**config.mk**
```make
export PLATFORM = sky130hd
export DESIGN_NAME = dvp_axis_capture
export DESIGN_NICKNAME = d
export VERILOG_FILES = /design/src/rtl/dvp_cap_pkg.sv /design/src/rtl/sync_fifo_fwft.sv /design/src/rtl/dvp_axis_capture.sv
export SDC_FILE = /design/constraint.sdc
export NUM_CORES = 1
export LEC_CHECK = 0
export ABC_AREA = 1
export CAP_MARGIN = 0
export CORE_ASPECT_RATIO = 0.6
export CORE_UTILIZATION = 45
export DETAILED_ROUTE_END_ITERATION = 10
export GPL_TIMING_DRIVEN = 0
export PLACE_DENSITY = 0.69
export SLEW_MARGIN = 20
export SYNTH_ARGS = -nofsm -noshare
export SYNTH_HDL_FRONTEND = slang
export SYNTH_SLANG_ARGS = --single-unit
```
**constraint.sdc**
```tcl
create_clock -name clk -period 6.4 [get_ports clk]
set_clock_uncertainty 0.1 [all_clocks]
set_input_delay 1.6 -clock clk [delete_from_list [all_inputs] [get_ports clk]]
set_output_delay 1.6 -clock clk [all_outputs]
set_load 0.05 [all_outputs]
```
**src/rtl/dvp_cap_pkg.sv**
```systemverilog
`default_nettype none
// ============================================================================
// Module      : dvp_cap_pkg
// Description : Shared types and helpers for the DVP to AXI4-Stream capture.
// Revision    : 1.0 - initial release
// ============================================================================
package dvp_cap_pkg;

  // Capture state: waiting for a frame start, capturing, or discarding a frame
  typedef enum logic [1:0] {
    WAIT_VS = 2'd0,
    ACTIVE  = 2'd1,
    DROP    = 2'd2
  } cap_state_e;

  // Width of the pixel, line and frame counters
  localparam int CNT_W = 16;

  // Increment that sticks at all-ones instead of wrapping
  function automatic logic [CNT_W-1:0] sat_inc(input logic [CNT_W-1:0] v);
    return (v == {CNT_W{1'b1}}) ? v : v + CNT_W'(1);
  endfunction

endpackage
`default_nettype wire

```
**src/rtl/sync_fifo_fwft.sv**
```systemverilog
`default_nettype none
// ============================================================================
// Module      : sync_fifo_fwft
// Description : Single-clock first-word-fall-through FIFO. Head entry is
//               visible on rd_data whenever empty is low. A write while full
//               is accepted if a read happens in the same cycle.
// Revision    : 1.0 - initial release
// ============================================================================
module sync_fifo_fwft #(
  parameter int WIDTH = 8,
  parameter int DEPTH = 16
) (
  input  logic             clk,
  input  logic             rst_n,
  input  logic             wr_en,
  input  logic [WIDTH-1:0] wr_data,
  input  logic             rd_en,
  output logic [WIDTH-1:0] rd_data,
  output logic             full,
  output logic             empty
);
  localparam int AW = $clog2(DEPTH);

  logic [WIDTH-1:0] mem_q [DEPTH];
  logic [AW-1:0]    wr_ptr_q, wr_ptr_d;
  logic [AW-1:0]    rd_ptr_q, rd_ptr_d;
  logic [AW:0]      count_q, count_d;
  logic             w_do_wr, w_do_rd;

  assign empty   = (count_q == '0);
  assign full    = (count_q == (AW+1)'(DEPTH));
  assign rd_data = mem_q[rd_ptr_q];
  assign w_do_rd = rd_en & ~empty;
  assign w_do_wr = wr_en & (~full | w_do_rd);

  // Pointer and occupancy update; pointers wrap naturally (DEPTH is 2^n)
  always_comb begin
    wr_ptr_d = wr_ptr_q;
    rd_ptr_d = rd_ptr_q;
    count_d  = count_q;
    if (w_do_wr) wr_ptr_d = wr_ptr_q + AW'(1);
    if (w_do_rd) rd_ptr_d = rd_ptr_q + AW'(1);
    case ({w_do_wr, w_do_rd})
      2'b10:   count_d = count_q + (AW+1)'(1);
      2'b01:   count_d = count_q - (AW+1)'(1);
      default: count_d = count_q;
    endcase
  end

  // Storage and pointer registers; storage cleared so the idle head reads zero
  always_ff @(posedge clk or negedge rst_n) begin
    if (!rst_n) begin
      wr_ptr_q <= '0;
      rd_ptr_q <= '0;
      count_q  <= '0;
      for (int i = 0; i < DEPTH; i++) mem_q[i] <= '0;
    end else begin
      wr_ptr_q <= wr_ptr_d;
      rd_ptr_q <= rd_ptr_d;
      count_q  <= count_d;
      if (w_do_wr) mem_q[wr_ptr_q] <= wr_data;
    end
  end

endmodule
`default_nettype wire

```
**src/rtl/dvp_axis_capture.sv**
```systemverilog
`default_nettype none
// ============================================================================
// Module      : dvp_axis_capture
// Description : DVP camera capture. Registers the camera bus, packs
//               BYTES_PER_PIX beats per pixel (first beat in the MSBs), and
//               emits an AXI4-Stream video stream (tuser = SOF, tlast = EOL)
//               through an output FIFO, with line/frame length checking and
//               whole-frame drop on FIFO overflow.
// Revision    : 1.0 - initial release
// ============================================================================
module dvp_axis_capture
  import dvp_cap_pkg::*;
#(
  parameter int DATA_W        = 8,
  parameter int BYTES_PER_PIX = 2,
  parameter int H_ACTIVE      = 1280,
  parameter int V_ACTIVE      = 720,
  parameter int FIFO_DEPTH    = 16,
  parameter int VSYNC_POL     = 1
) (
  input  logic                            clk,
  input  logic                            rst_n,
  input  logic                            enable,
  input  logic                            cam_vsync,
  input  logic                            cam_href,
  input  logic [DATA_W-1:0]               cam_data,
  output logic [DATA_W*BYTES_PER_PIX-1:0] m_axis_tdata,
  output logic                            m_axis_tvalid,
  input  logic                            m_axis_tready,
  output logic                            m_axis_tuser,
  output logic                            m_axis_tlast,
  output logic [15:0]                     frame_cnt,
  output logic                            line_err,
  output logic                            frame_err,
  output logic                            ovf_flag,
  input  logic                            ovf_clr
);
  localparam int               PIX_W     = DATA_W * BYTES_PER_PIX;
  localparam logic             VS_ACT    = (VSYNC_POL != 0);
  localparam logic [1:0]       BEAT_LAST = 2'(BYTES_PER_PIX - 1);
  localparam logic [CNT_W-1:0] H_EXP     = CNT_W'(H_ACTIVE);
  localparam logic [CNT_W-1:0] V_EXP     = CNT_W'(V_ACTIVE);

  // Stage S0 camera registers
  logic              vsync_s0_q, href_s0_q, href_prev_q;
  logic [DATA_W-1:0] data_s0_q;

  // Capture state
  cap_state_e       state_q, state_d;
  logic             seen_vs_q, seen_vs_d;
  logic [1:0]       beat_q, beat_d;
  logic [PIX_W-1:0] shift_q, shift_d;
  logic [PIX_W-1:0] hold_q, hold_d;
  logic             hold_vld_q, hold_vld_d;
  logic             sof_q, sof_d;
  logic [CNT_W-1:0] pix_cnt_q, pix_cnt_d;
  logic [CNT_W-1:0] line_cnt_q, line_cnt_d;
  logic [CNT_W-1:0] frame_cnt_q, frame_cnt_d;
  logic             line_err_q, line_err_d;
  logic             frame_err_q, frame_err_d;
  logic             ovf_q, ovf_d;

  logic             w_vs_act, w_active, w_beat, w_pix_done, w_line_end;
  logic             w_wr_req, w_wr_en, w_ovf, w_fifo_rd, w_fifo_full, w_fifo_empty;
  logic [PIX_W-1:0] w_shifted;
  logic [CNT_W-1:0] w_lines;

  assign w_vs_act   = (vsync_s0_q == VS_ACT);
  assign w_active   = (state_q == ACTIVE);
  // A line ends on href falling, or is cut short by vsync while href is high
  assign w_line_end = w_active & href_prev_q & (~href_s0_q | w_vs_act);
  assign w_beat     = w_active & href_s0_q & ~w_vs_act;
  assign w_pix_done = w_beat & (beat_q == BEAT_LAST);
  assign w_shifted  = (shift_q << DATA_W) | PIX_W'(data_s0_q);
  assign w_lines    = w_line_end ? sat_inc(line_cnt_q) : line_cnt_q;

  // The held pixel is released by the next completed pixel or by line end
  assign w_wr_req   = hold_vld_q & (w_pix_done | w_line_end);
  assign w_fifo_rd  = m_axis_tvalid & m_axis_tready;
  assign w_ovf      = w_wr_req & w_fifo_full & ~w_fifo_rd;
  assign w_wr_en    = w_wr_req & ~w_ovf;

  // Single register stage on the camera pins; previous href for edge detect
  always_ff @(posedge clk or negedge rst_n) begin
    if (!rst_n) begin
      vsync_s0_q  <= ~VS_ACT;
      href_s0_q   <= 1'b0;
      href_prev_q <= 1'b0;
      data_s0_q   <= '0;
    end else begin
      vsync_s0_q  <= cam_vsync;
      href_s0_q   <= cam_href;
      href_prev_q <= href_s0_q;
      data_s0_q   <= cam_data;
    end
  end

  // Next-state logic: frame sequencing, packing, holdback, length checks
  always_comb begin
    state_d     = state_q;
    seen_vs_d   = seen_vs_q;
    beat_d      = beat_q;
    shift_d     = shift_q;
    hold_d      = hold_q;
    hold_vld_d  = hold_vld_q;
    sof_d       = sof_q;
    pix_cnt_d   = pix_cnt_q;
    line_cnt_d  = line_cnt_q;
    frame_cnt_d = frame_cnt_q;
    line_err_d  = 1'b0;
    frame_err_d = 1'b0;
    ovf_d       = w_ovf | (ovf_q & ~ovf_clr);

    case (state_q)
      WAIT_VS: begin
        beat_d     = '0;
        hold_vld_d = 1'b0;
        pix_cnt_d  = '0;
        line_cnt_d = '0;
        if (w_vs_act) begin
          seen_vs_d = 1'b1;
        end else if (seen_vs_q) begin
          // Trailing edge of vsync is the frame start; enable only matters here
          seen_vs_d = 1'b0;
          if (enable) begin
            state_d = ACTIVE;
            sof_d   = 1'b1;
          end
        end
      end

      ACTIVE: begin
        if (w_beat) begin
          shift_d = w_shifted;
          beat_d  = w_pix_done ? 2'd0 : beat_q + 2'd1;
        end
        if (w_pix_done) begin
          hold_d     = w_shifted;
          hold_vld_d = 1'b1;
          pix_cnt_d  = sat_inc(pix_cnt_q);
        end
        if (w_line_end) begin
          // Partial pixel is dropped; a vsync-cut line is always an error
          hold_vld_d = 1'b0;
          beat_d     = '0;
          pix_cnt_d  = '0;
          line_cnt_d = w_lines;
          line_err_d = (pix_cnt_q != H_EXP) | (beat_q != 2'd0) | href_s0_q;
        end
        if (w_wr_en) sof_d = 1'b0;
        if (w_ovf) begin
          state_d    = DROP;
          hold_vld_d = 1'b0;
        end else if (w_vs_act) begin
          state_d     = WAIT_VS;
          seen_vs_d   = 1'b1;
          frame_err_d = (w_lines != V_EXP);
          frame_cnt_d = frame_cnt_q + CNT_W'(1);
        end
      end

      DROP: begin
        beat_d     = '0;
        hold_vld_d = 1'b0;
        if (w_vs_act) begin
          state_d   = WAIT_VS;
          seen_vs_d = 1'b1;
        end
      end

      default: state_d = WAIT_VS;
    endcase
  end

  // Capture state registers
  always_ff @(posedge clk or negedge rst_n) begin
    if (!rst_n) begin
      state_q     <= WAIT_VS;
      seen_vs_q   <= 1'b0;
      beat_q      <= '0;
      shift_q     <= '0;
      hold_q      <= '0;
      hold_vld_q  <= 1'b0;
      sof_q       <= 1'b0;
      pix_cnt_q   <= '0;
      line_cnt_q  <= '0;
      frame_cnt_q <= '0;
      line_err_q  <= 1'b0;
      frame_err_q <= 1'b0;
      ovf_q       <= 1'b0;
    end else begin
      state_q     <= state_d;
      seen_vs_q   <= seen_vs_d;
      beat_q      <= beat_d;
      shift_q     <= shift_d;
      hold_q      <= hold_d;
      hold_vld_q  <= hold_vld_d;
      sof_q       <= sof_d;
      pix_cnt_q   <= pix_cnt_d;
      line_cnt_q  <= line_cnt_d;
      frame_cnt_q <= frame_cnt_d;
      line_err_q  <= line_err_d;
      frame_err_q <= frame_err_d;
      ovf_q       <= ovf_d;
    end
  end

  sync_fifo_fwft #(
    .WIDTH (PIX_W + 2),
    .DEPTH (FIFO_DEPTH)
  ) u_out_fifo (
    .clk     (clk),
    .rst_n   (rst_n),
    .wr_en   (w_wr_en),
    .wr_data ({sof_q, w_line_end, hold_q}),
    .rd_en   (w_fifo_rd),
    .rd_data ({m_axis_tuser, m_axis_tlast, m_axis_tdata}),
    .full    (w_fifo_full),
    .empty   (w_fifo_empty)
  );

  assign m_axis_tvalid = ~w_fifo_empty;
  assign frame_cnt     = frame_cnt_q;
  assign line_err      = line_err_q;
  assign frame_err     = frame_err_q;
  assign ovf_flag      = ovf_q;

endmodule
`default_nettype wire
```
; ---- Word level (Yosys, flattened, before mapping)
; Cells that the tools add are included.
; Widths: inputs -> output; s select.
[word_totals]
regBits = 394
inputBits = 15
elab_cells = 158
output_inout_bits = 38
[op_classes]
muxes = 43
n_reduce_logical = 19
add_sub_neg = 8
n_bitwise = 29
n_lt_le_gt_ge = 3
n_eq_ne = 20
[op_table]
columns = op, count
row1 = $bwmux 288, 1
row2 = $mux 16, 6
row3 = $bmux 18 s4, 1
row4 = $demux 18 s4, 1
row5 = $pmux 16 s2, 2
row6 = $mux 18, 3
row7 = $add 16x1->16 const B, 3
row8 = $eq 16x16->1 const B, 2
row9 = $mux 2, 8
row10 = $ne 16x10->1 const B, 1
row11 = $ne 16x11->1 const B, 1
row12 = $or 16x8->16, 1
row13 = $mux 1, 15
row14 = $and 1x1->1, 13
row15 = $reduce_and 2->1, 6
row16 = $ge 5x5->1 const B, 2
row17 = $not 4->5, 2
row18 = $pmux 5 s2, 1
row19 = $reduce_and 3->1, 3
row20 = $add 4x1->4 const B, 2
row21 = $ne 2x2->1 const B, 4
row22 = $reduce_bool 2->1, 4
row23 = $not 1->1, 7
row24 = $eq 2x1->1 const B, 3
row25 = 21 further kinds, 30

; ---- Logic depth before layout (Yosys ltp)
; Gate-level depths: netlist of the first run.
[depth]
word_depth = 13
mapped_depth = 20

; ---- By module
; Synthesis of the first run repeated with hierarchy kept, for this count alone.
[unflattened]
hier_cells = 2211
hier_area_um2 = 19087.1
[by_module_without_submodules]
columns = module, area_each_um2, seq_area_each_um2, instances, cells_per_inst
row1 = sync_fifo_fwft, 14293.7, 7532.2, 1, 1622
row2 = dvp_axis_capture, 4793.3, 2327.2, 1, 589

; ---- Worst setup path before layout of the first run
; No wires, ideal clock.
[synth_path]
path_type = input to register
from = input port m_axis_tready
to = register u_out_fifo.count_q[4]
t_required_ps = 6221
n_path_buf = 1
setup_slack_ps = 2658
arrival_time_ps = 3563
stages = 14
path_cell_list = nor3_1 -> nand2_2 -> nand2_4 -> ha_1 -> clkbuf_1 -> nor2_1 -> nor2_1 -> ha_1 -> a21oi_1 -> or2_2 -> o21ai_1 -> a21oi_1 -> o21ai_0 -> xor2_1
[synth_between]
elab_chain_len = 8
elab_cells_between_ends = 12
[synth_rtl]
columns = item, line_no
row1 = start: declaration, dvp_axis_capture.sv:29  ; input logic m_axis_tready,
row2 = $and 1x1->1 *, dvp_axis_capture.sv:79  ; assign w_fifo_rd = m_axis_tvalid & m_axis_tready;
row3 = $not 1->1, dvp_axis_capture.sv:80  ; assign w_ovf = w_wr_req & w_fifo_full & ~w_fifo_rd;
row4 = $and 1x1->1, dvp_axis_capture.sv:80
row5 = $not 1->1 (no line), -
row6 = $and 1x1->1, dvp_axis_capture.sv:81  ; assign w_wr_en = w_wr_req & ~w_ovf;
row7 = $and 1x1->1, sync_fifo_fwft.sv:34  ; assign w_do_wr = wr_en & (~full | w_do_rd);
row8 = $eq 2x1->1 or $eq 2x2->1 (tied branches), sync_fifo_fwft.sv:43  ; case ({w_do_wr, w_do_rd})
row9 = $pmux 5 s2 or $reduce_bool 2->1 (tied branches), -
row10 = end signal: assignment, sync_fifo_fwft.sv:60  ; count_q <= count_d;
row11 = end: declaration, sync_fifo_fwft.sv:27  ; logic [AW:0] count_q, count_d;
; Every way passes the cells marked *; elsewhere a longest branch is shown, timed or not.
; A chain may end at the register's enable or synchronous reset.

; ---- Worst setup path after layout of the first run
[layout_path]
from = register u_out_fifo.rd_ptr_q[0]
to = output port m_axis_tlast
[layout_between]
elab_chain_len = 4
[layout_rtl]
columns = item, line_no
row1 = start: declaration, sync_fifo_fwft.sv:26  ; logic [AW-1:0] rd_ptr_q, rd_ptr_d;
row2 = start signal: assignment, sync_fifo_fwft.sv:59  ; rd_ptr_q <= rd_ptr_d;
row3 = $not 4->5 (not written as such), sync_fifo_fwft.sv:32  ; assign rd_data = mem_q[rd_ptr_q];
row4 = $bmux 18 s4, sync_fifo_fwft.sv:32
row5 = $mux 18 (not written as such) (2 in a row), sync_fifo_fwft.sv:32
row6 = end: declaration, dvp_axis_capture.sv:31  ; output logic m_axis_tlast,
; No other way between the ends. The select of a mux whose other input is x is not followed.

==> impl_metrics.yaml, run 1 <==
detailed_routing:
  routedWlPerCell_um: 21.2
  wl_um: 57300
  firstDrtPassIters: 5
  drtIter0Drc: 1950
  vias: 16000
  avgViaCountPerCell: 5.92
  final_antenna_net_count: 0
  drc: 0
synthesis:
  synth_area_um2: 18500
  synth_common_cells: "nand2_1 (460), dfrtp_1 (394), o21ai_0 (393)"
  yosysMostFrequentCell: "nand2_1"
  synth_cell_type_count: 48
  yosysWarnings: 0
  synth_top_area_share_pct: 53.4
  synth_area_per_cell_um2: 9.04
  ys_seq_elements: 394
  ys.flop_type: "dfrtp_1"
  syn-num-nets: 2074
  synthTopCellsByArea: "dfrtp_1 (53%), o21ai_0 (11%), nand2_1 (9.3%)"
  synth-edff-count: 0
  synthCells: 2043
  async_flop_share_pct: 100
  seq_area_frac_synth_pct: 53.4
  yosysTopAreaCell: "dfrtp_1"
clocking:
  cts.repair_timing.setup_buffer_count: 0
  hold_buffers: 0
  cts_tree: "done"
  cts_repair_resize_count: 0
  clock_sinks: 394
  clock_path_buffers: 3
  h-tree-depth: 2
  cts_buffers: 38
  cts_root_buf: "clkbuf_16"
  worstSkewPairLatency_ns: 0.55
  clk_pin_slew_worst_paths_ns: 0.07
place:
  place_inst: 2631
  io_buffers: 52
  gp_congestion: 0.990
  dp_hpwl_um: 42000
  placed_area_um2: 19800
  pre_cts_slack_ns: 1.47
worst_setup_path:
  reg2regPathDepth: 18
  max_stage_delay_ns: 0.86
  critPathLaunch: "u_out_fifo.rd_ptr_q[0]$_DFFE_PN0P_"
  path_buf_inv: 5
  cp-end-kind: "primary output"
  cp-start-kind: "flip-flop"
  path_delay_family: "buffers and inverters"
  r2r-end: "u_out_fifo.count_q[4]$_DFFE_PN0P_"
  timing.rr.start: "state_q[1]$_DFFE_PN0P_"
  critPathCapture: "m_axis_tlast"
  crit_type: "reg -> out"
  ff2ff_setup_slack_ns: 2.79
  critical_path.max_fanout: 10
  cp_cell_sequence: "clkbuf_1 > inv_1 > clkbuf_1 > clkbuf_1 > nor2_1 > o221ai_1 > nand3_1 > nand2_1 > clkdlybuf4s50_1"
  cp_num_cells: 9
  crit_slowest_cell: "clkdlybuf4s50_1"
  cp_common_cell: "clkbuf_1"
  cp.arrival_ns: 3.97
  crit_required_ns: 4.70
die:
  core.rowCount: 57
  start_util_pct: 45.7
  ioPinCount: 53
  coreArea_um2: 40400
  dieArea_um2: 41900
  die_w_um: 264
  die_height_um: 159
run_status:
  status: "completed"
power_and_ir_drop:
  pwr_density_cell_nw_per_um2: 466
  p_int_mw: 5.52
  netSwitchingFraction_pct: 43.8
  peakVddDrop_v: 0.000344
  p_sw_mw: 4.30
  combPwrFrac_pct: 41.9
  leakagePower_nw: 9.43
  pwr-share-seq_pct: 34.7
  clockPowerShare_pct: 23.3
sta:
  final-setup-viol-count: 0
  timing.fmax_ghz: 0.176
  fin_crit_sh_pct: 88.6
  fin_ws_ns: 0.732
  tightest_slew_ns: 1.13
  fin_setup_tns_ns: 0
  rsz0062_at_grt: "no"
  period_minus_slack_ns: 5.67
  slew_viol_final: 0
  hold_viol: 0
  slew_headroom_pct: 24.8
final_layout:
  final_area_um2: 21000
  num_antenna_cells: 0
  utilization_pct: 52.0
  area_growth_pct: 13.9
  drive_above_1_share_pct: 7.94
  num-nets-final: 2171
  final_cells: 2697
grt:
  grt_pass1_vias: 15200
  grt_util_all_layers_pct: 27.4
  grt_pass1_wl_um: 88500
  grt_max_degree: 82
  antenna_found_initial: 0
  grt_overflow: 0
worst_hold_path:
  hp-class: "reg -> reg"
flow_run:
  max-cap-violations: 0
per-stage QoR:
step           hold WS (ns)  power (mW)
2_1_floorplan         0.329        5.96
3_3_place_gp          0.356        7.34
3_5_place_dp          0.355        7.43
4_1_cts               0.368        9.74
5_1_grt               0.382        10.3
6_report              0.359        9.81
power groups by stage:
stage	clock [mW]	sequential (mW)	combinational (mW)
2_1_floorplan	0	3.42	2.53
3_3_place_gp	0	3.43	3.91
3_5_place_dp	0	3.44	4.00
4_1_cts	2.32	3.40	4.02
5_1_grt	2.42	3.47	4.39
6_report	2.29	3.41	4.11
layout by cell type, fill, tap and decap left out, drive strengths merged:
master / count
nand2: 466
o21ai: 425
dfrtp: 394
nor2: 164
clkbuf: 123
inv: 108
nand3: 74
buf: 65
o221ai: 62
mux2i: 61
clkdlybuf4s50: 51
nand4: 28
xor2: 26
ha: 16
a21oi: 15
nor3: 12
clkinv: 12
o32ai: 11
o211ai: 11
xnor2: 11
o22ai: 6
nor4: 5
a31oi: 3
o31ai: 3
clkinvlp: 3
o21bai: 2
or2: 2
bufinv: 2
a41oi: 1
o21a: 1
nand3b: 1
a22oi: 1
mux2: 1
state kept, by name, indices dropped and copies added, names as in the netlist:
register             count
beat_q                   2
data_s0_q                8
frame_cnt               16
frame_err                1
hold_q                  16
hold_vld_q               1
href_prev_q              1
href_s0_q                1
line_cnt_q              16
line_err                 1
ovf_flag                 1
pix_cnt_q               16
seen_vs_q                1
shift_q                  8
sof_q                    1
state_q                  2
u_out_fifo.count_q       5
u_out_fifo.mem_q       288
u_out_fifo.rd_ptr_q      4
u_out_fifo.wr_ptr_q      4
vsync_s0_q               1
area by class of cell:
class / instances / area (um2)
tap: 531 / 664
multi-input combinational: 1408 / 7490
sequential: 394 / 9860
clock inverter: 18 / 170
fill: 3629 / 19400
clock buffer: 48 / 1070
timing repair buffer: 57 / 663
inverter: 107 / 404
buffer: 134 / 719
metal layers:
layer | vias up | wire length [um] | GRT usage, %
met5 | - | 63 | 1.13
met4 | 2 | 1120 | 6.46
met3 | 102 | 6910 | 8.46
met2 | 837 | 22500 | 36.2
met1 | 7909 | 26700 | 42.8
li1 | 7113 | - | -
how the worst min path moves through the flow:
stage,slack [ns],startpoint,end,cells past startpoint
2_1_floorplan,0.33,href_s0_q$_DFF_PN0_,href_prev_q$_DFF_PN0_,0
3_3_place_gp,0.36,href_s0_q$_DFF_PN0_,href_prev_q$_DFF_PN0_,0
3_5_place_dp,0.35,href_s0_q$_DFF_PN0_,href_prev_q$_DFF_PN0_,0
4_1_cts,0.37,href_s0_q$_DFF_PN0_,href_prev_q$_DFF_PN0_,0
5_1_grt,0.38,href_s0_q$_DFF_PN0_,href_prev_q$_DFF_PN0_,0
6_report,0.36,href_s0_q$_DFF_PN0_,href_prev_q$_DFF_PN0_,0
cell families after synthesis:
logic type,share of synthesized area [%]
AOI/OAI and AO/OA,16.8
xor gates and xnor gates,1.75
adders and majority gates,1.08
buffers and inverters,6.08
DFF,53.4
muxes,3.37
and+or+nand+nor,17.6
(Power assumes the default switching activity.)
==> inputs of run 2 (changes only) <==
--- a/config.mk
+++ b/config.mk
@@ -11,7 +11,7 @@
 export CORE_UTILIZATION = 45
 export DETAILED_ROUTE_END_ITERATION = 10
 export GPL_TIMING_DRIVEN = 0
-export PLACE_DENSITY = 0.69
+export PLACE_DENSITY = 0.72
 export SLEW_MARGIN = 20
 export SYNTH_ARGS = -nofsm -noshare
 export SYNTH_HDL_FRONTEND = slang
==> constraint.sdc (replaced) <==
create_clock -name clk -period 5 [get_ports clk]
set_clock_uncertainty 0.1 [all_clocks]
set_input_delay 1.25 -clock clk [delete_from_list [all_inputs] [get_ports clk]]
set_output_delay 1.25 -clock clk [all_outputs]
set_load 0.05 [all_outputs]
==> run 2 against run 1 <==
Effect of this change:
- register-to-register slack got worse by 1.4 ns
- global-route usage grew 0.46 points
- cell count hardly changed
- non-clock buffer count decreased by 1
- core utilization increased by 0.33 points
- sequential power increased by 28%
- wire length grew 0.73%
- sequential cell count unchanged
- largest cell class unchanged
- largest power group unchanged
- via count down 0.23%
- power grew 30%
- highest routed layer is now met4
==> impl_metrics.yaml, run 2 (synthesis gave the netlist of run 1 again) <==
detailed_routing:
  routedWlPerCell_um: 21.4
  firstDrtPassIters: 5
  final_antenna_net_count: 0
  avgViaCountPerCell: 5.90
  drtIter0Drc: 1957
  drc: 0
  wl_um: 57700
  vias: 15900
worst_setup_path:
  critical_path.max_fanout: 12
  crit_type: "reg -> out"
  cp-start-kind: "flip-flop"
  crit_required_ns: 3.65
  reg2regPathDepth: 18
  cp.arrival_ns: 3.52
  cp-end-kind: "primary output"
clocking:
  clock_path_buffers: 3
  cts_buffers: 39
  worstSkewPairLatency_ns: 0.55
  clk_pin_slew_worst_paths_ns: 0.07
  hold_buffers: 0
  clock_sinks: 394
  h-tree-depth: 2
  cts.repair_timing.setup_buffer_count: 0
  cts_tree: "done"
  cts_root_buf: "clkbuf_16"
final_layout:
  multi_input_area_um2: 7490
  top_register: "u_out_fifo.mem_q"
  largest_reg_flops: 288
  drive_above_1_share_pct: 8.68
  utilization_pct: 52.4
  num_antenna_cells: 0
  final_common_cell: "nand2_1"
  num-nets-final: 2171
  area_growth_pct: 14.6
  final_cell_mix: "nand2_1 (460), dfrtp_1 (394), o21ai_0 (393)"
  fill_cells: 3670
  regArea_um2: 9860
power_and_ir_drop:
  leakagePower_nw: 9.66
  pwr_density_cell_nw_per_um2: 604
  peakVddDrop_v: 0.000402
  power_mw: 12.8
die:
  start_util_pct: 45.7
  coreArea_um2: 40400
  ioPinCount: 53
  dieArea_um2: 41900
  die_height_um: 159
  die_w_um: 264
  core.rowCount: 57
worst_hold_path:
  hold_depth: 2
  hp-class: "reg -> reg"
grt:
  grt_overflow: 0
  grt_pass1_wl_um: 89900
  grt_max_degree: 88
  grt_util_all_layers_pct: 27.8
  antenna_found_initial: 0
  grt_pass1_vias: 15400
sta:
  hold_viol: 0
  fin_crit_sh_pct: 97.5
  slew_viol_final: 0
  tightest_slew_ns: 0.904
  timing.fmax_ghz: 0.205
  slew_headroom_pct: 39.7
  period_minus_slack_ns: 4.87
  final-setup-viol-count: 0
  rsz0062_at_grt: "no"
  fin_ws_ns: 0.126
  holdWs_ns: 0.382
place:
  dp_hpwl_um: 42300
  io_buffers: 52
  gp_congestion: 0.965
  pre_cts_slack_ns: 0.351
run_status:
  status: "completed"
flow_run:
  max-cap-violations: 0
## run 2: cell types whose count changed in the layout (fill, tap and decap cells not counted), sizes merged
cell	before	now
clkdlybuf4s50	51	40
dlymetal6s2s	0	11
clkbuf	123	129
bufinv	2	5
clkinv	12	9
clkinvlp	3	0
buf	65	63
## run 2: report_power, final
group	switching (mW)	internal, mW	total, mW	leakage, nW
Clock	1.29	1.82	3.11	0.657
Combinational	3.80	1.51	5.30	3.65
Sequential	0.448	3.93	4.38	5.36
## run 2: worst paths after layout
path                                                    start                                 to  slack [ns]
setup / recovery           u_out_fifo.rd_ptr_q[0]$_DFFE_PN0P_                    m_axis_tdata[1]        0.13
hold / removal               u_out_fifo.mem_q[97]$_DFFE_PN0P_   u_out_fifo.mem_q[97]$_DFFE_PN0P_        0.38
setup reg to reg                       state_q[1]$_DFFE_PN0P_  u_out_fifo.count_q[4]$_DFFE_PN0P_        1.43
hold reg to reg              u_out_fifo.mem_q[97]$_DFFE_PN0P_   u_out_fifo.mem_q[97]$_DFFE_PN0P_        0.38
max in group asynchronous                               rst_n  u_out_fifo.count_q[4]$_DFFE_PN0P_        2.81
min in group asynchronous                               rst_n  u_out_fifo.mem_q[209]$_DFFE_PN0P_        0.46
## run 2: through the flow
step	cells	setup TNS [ns]	instance area, um2
floorplan	2043	0	18500
global placement	2626	-5680.65	19700
detailed placement	2631	0	19800
CTS	2698	0	21100
global route	2698	0	21200
finish	2698	0	21200
## run 2: area by class of cell
cell class	count	area share, %
clock inverter	15	1.02
timing repair buffer	57	3.26
sequential	394	46.6
tap	531	3.14
inverter	107	1.91
clock buffer	53	5.24
multi-input combinational	1408	35.4
buffer	133	3.50
## run 2: timing repair
| action | 4_1_cts | 5_1_grt |
|---|---|---|
| gates resized for setup | 11 | 28 |
| pin swaps | 0 | 0 |
| endpoints found under the setup margin | 18 | 18 |
## run 2: critical path: stages (launching register included)
cell             delay, ns
dfrtp_1               0.42
clkbuf_1              0.21
inv_1                 0.42
clkbuf_2              0.39
nor2_1                0.08
o221ai_1              0.31
nand3_1               0.20
nand2_1               0.13
clkdlybuf4s50_1       0.80
## run 2: per-layer routing
metal	wire length [um]	up-vias	global-route usage [%]
met5	0	-	0
met4	1250	0	6.62
met3	7750	118	9.84
met2	22600	883	37.3
met1	26100	7805	42.3
li1	-	7121	-
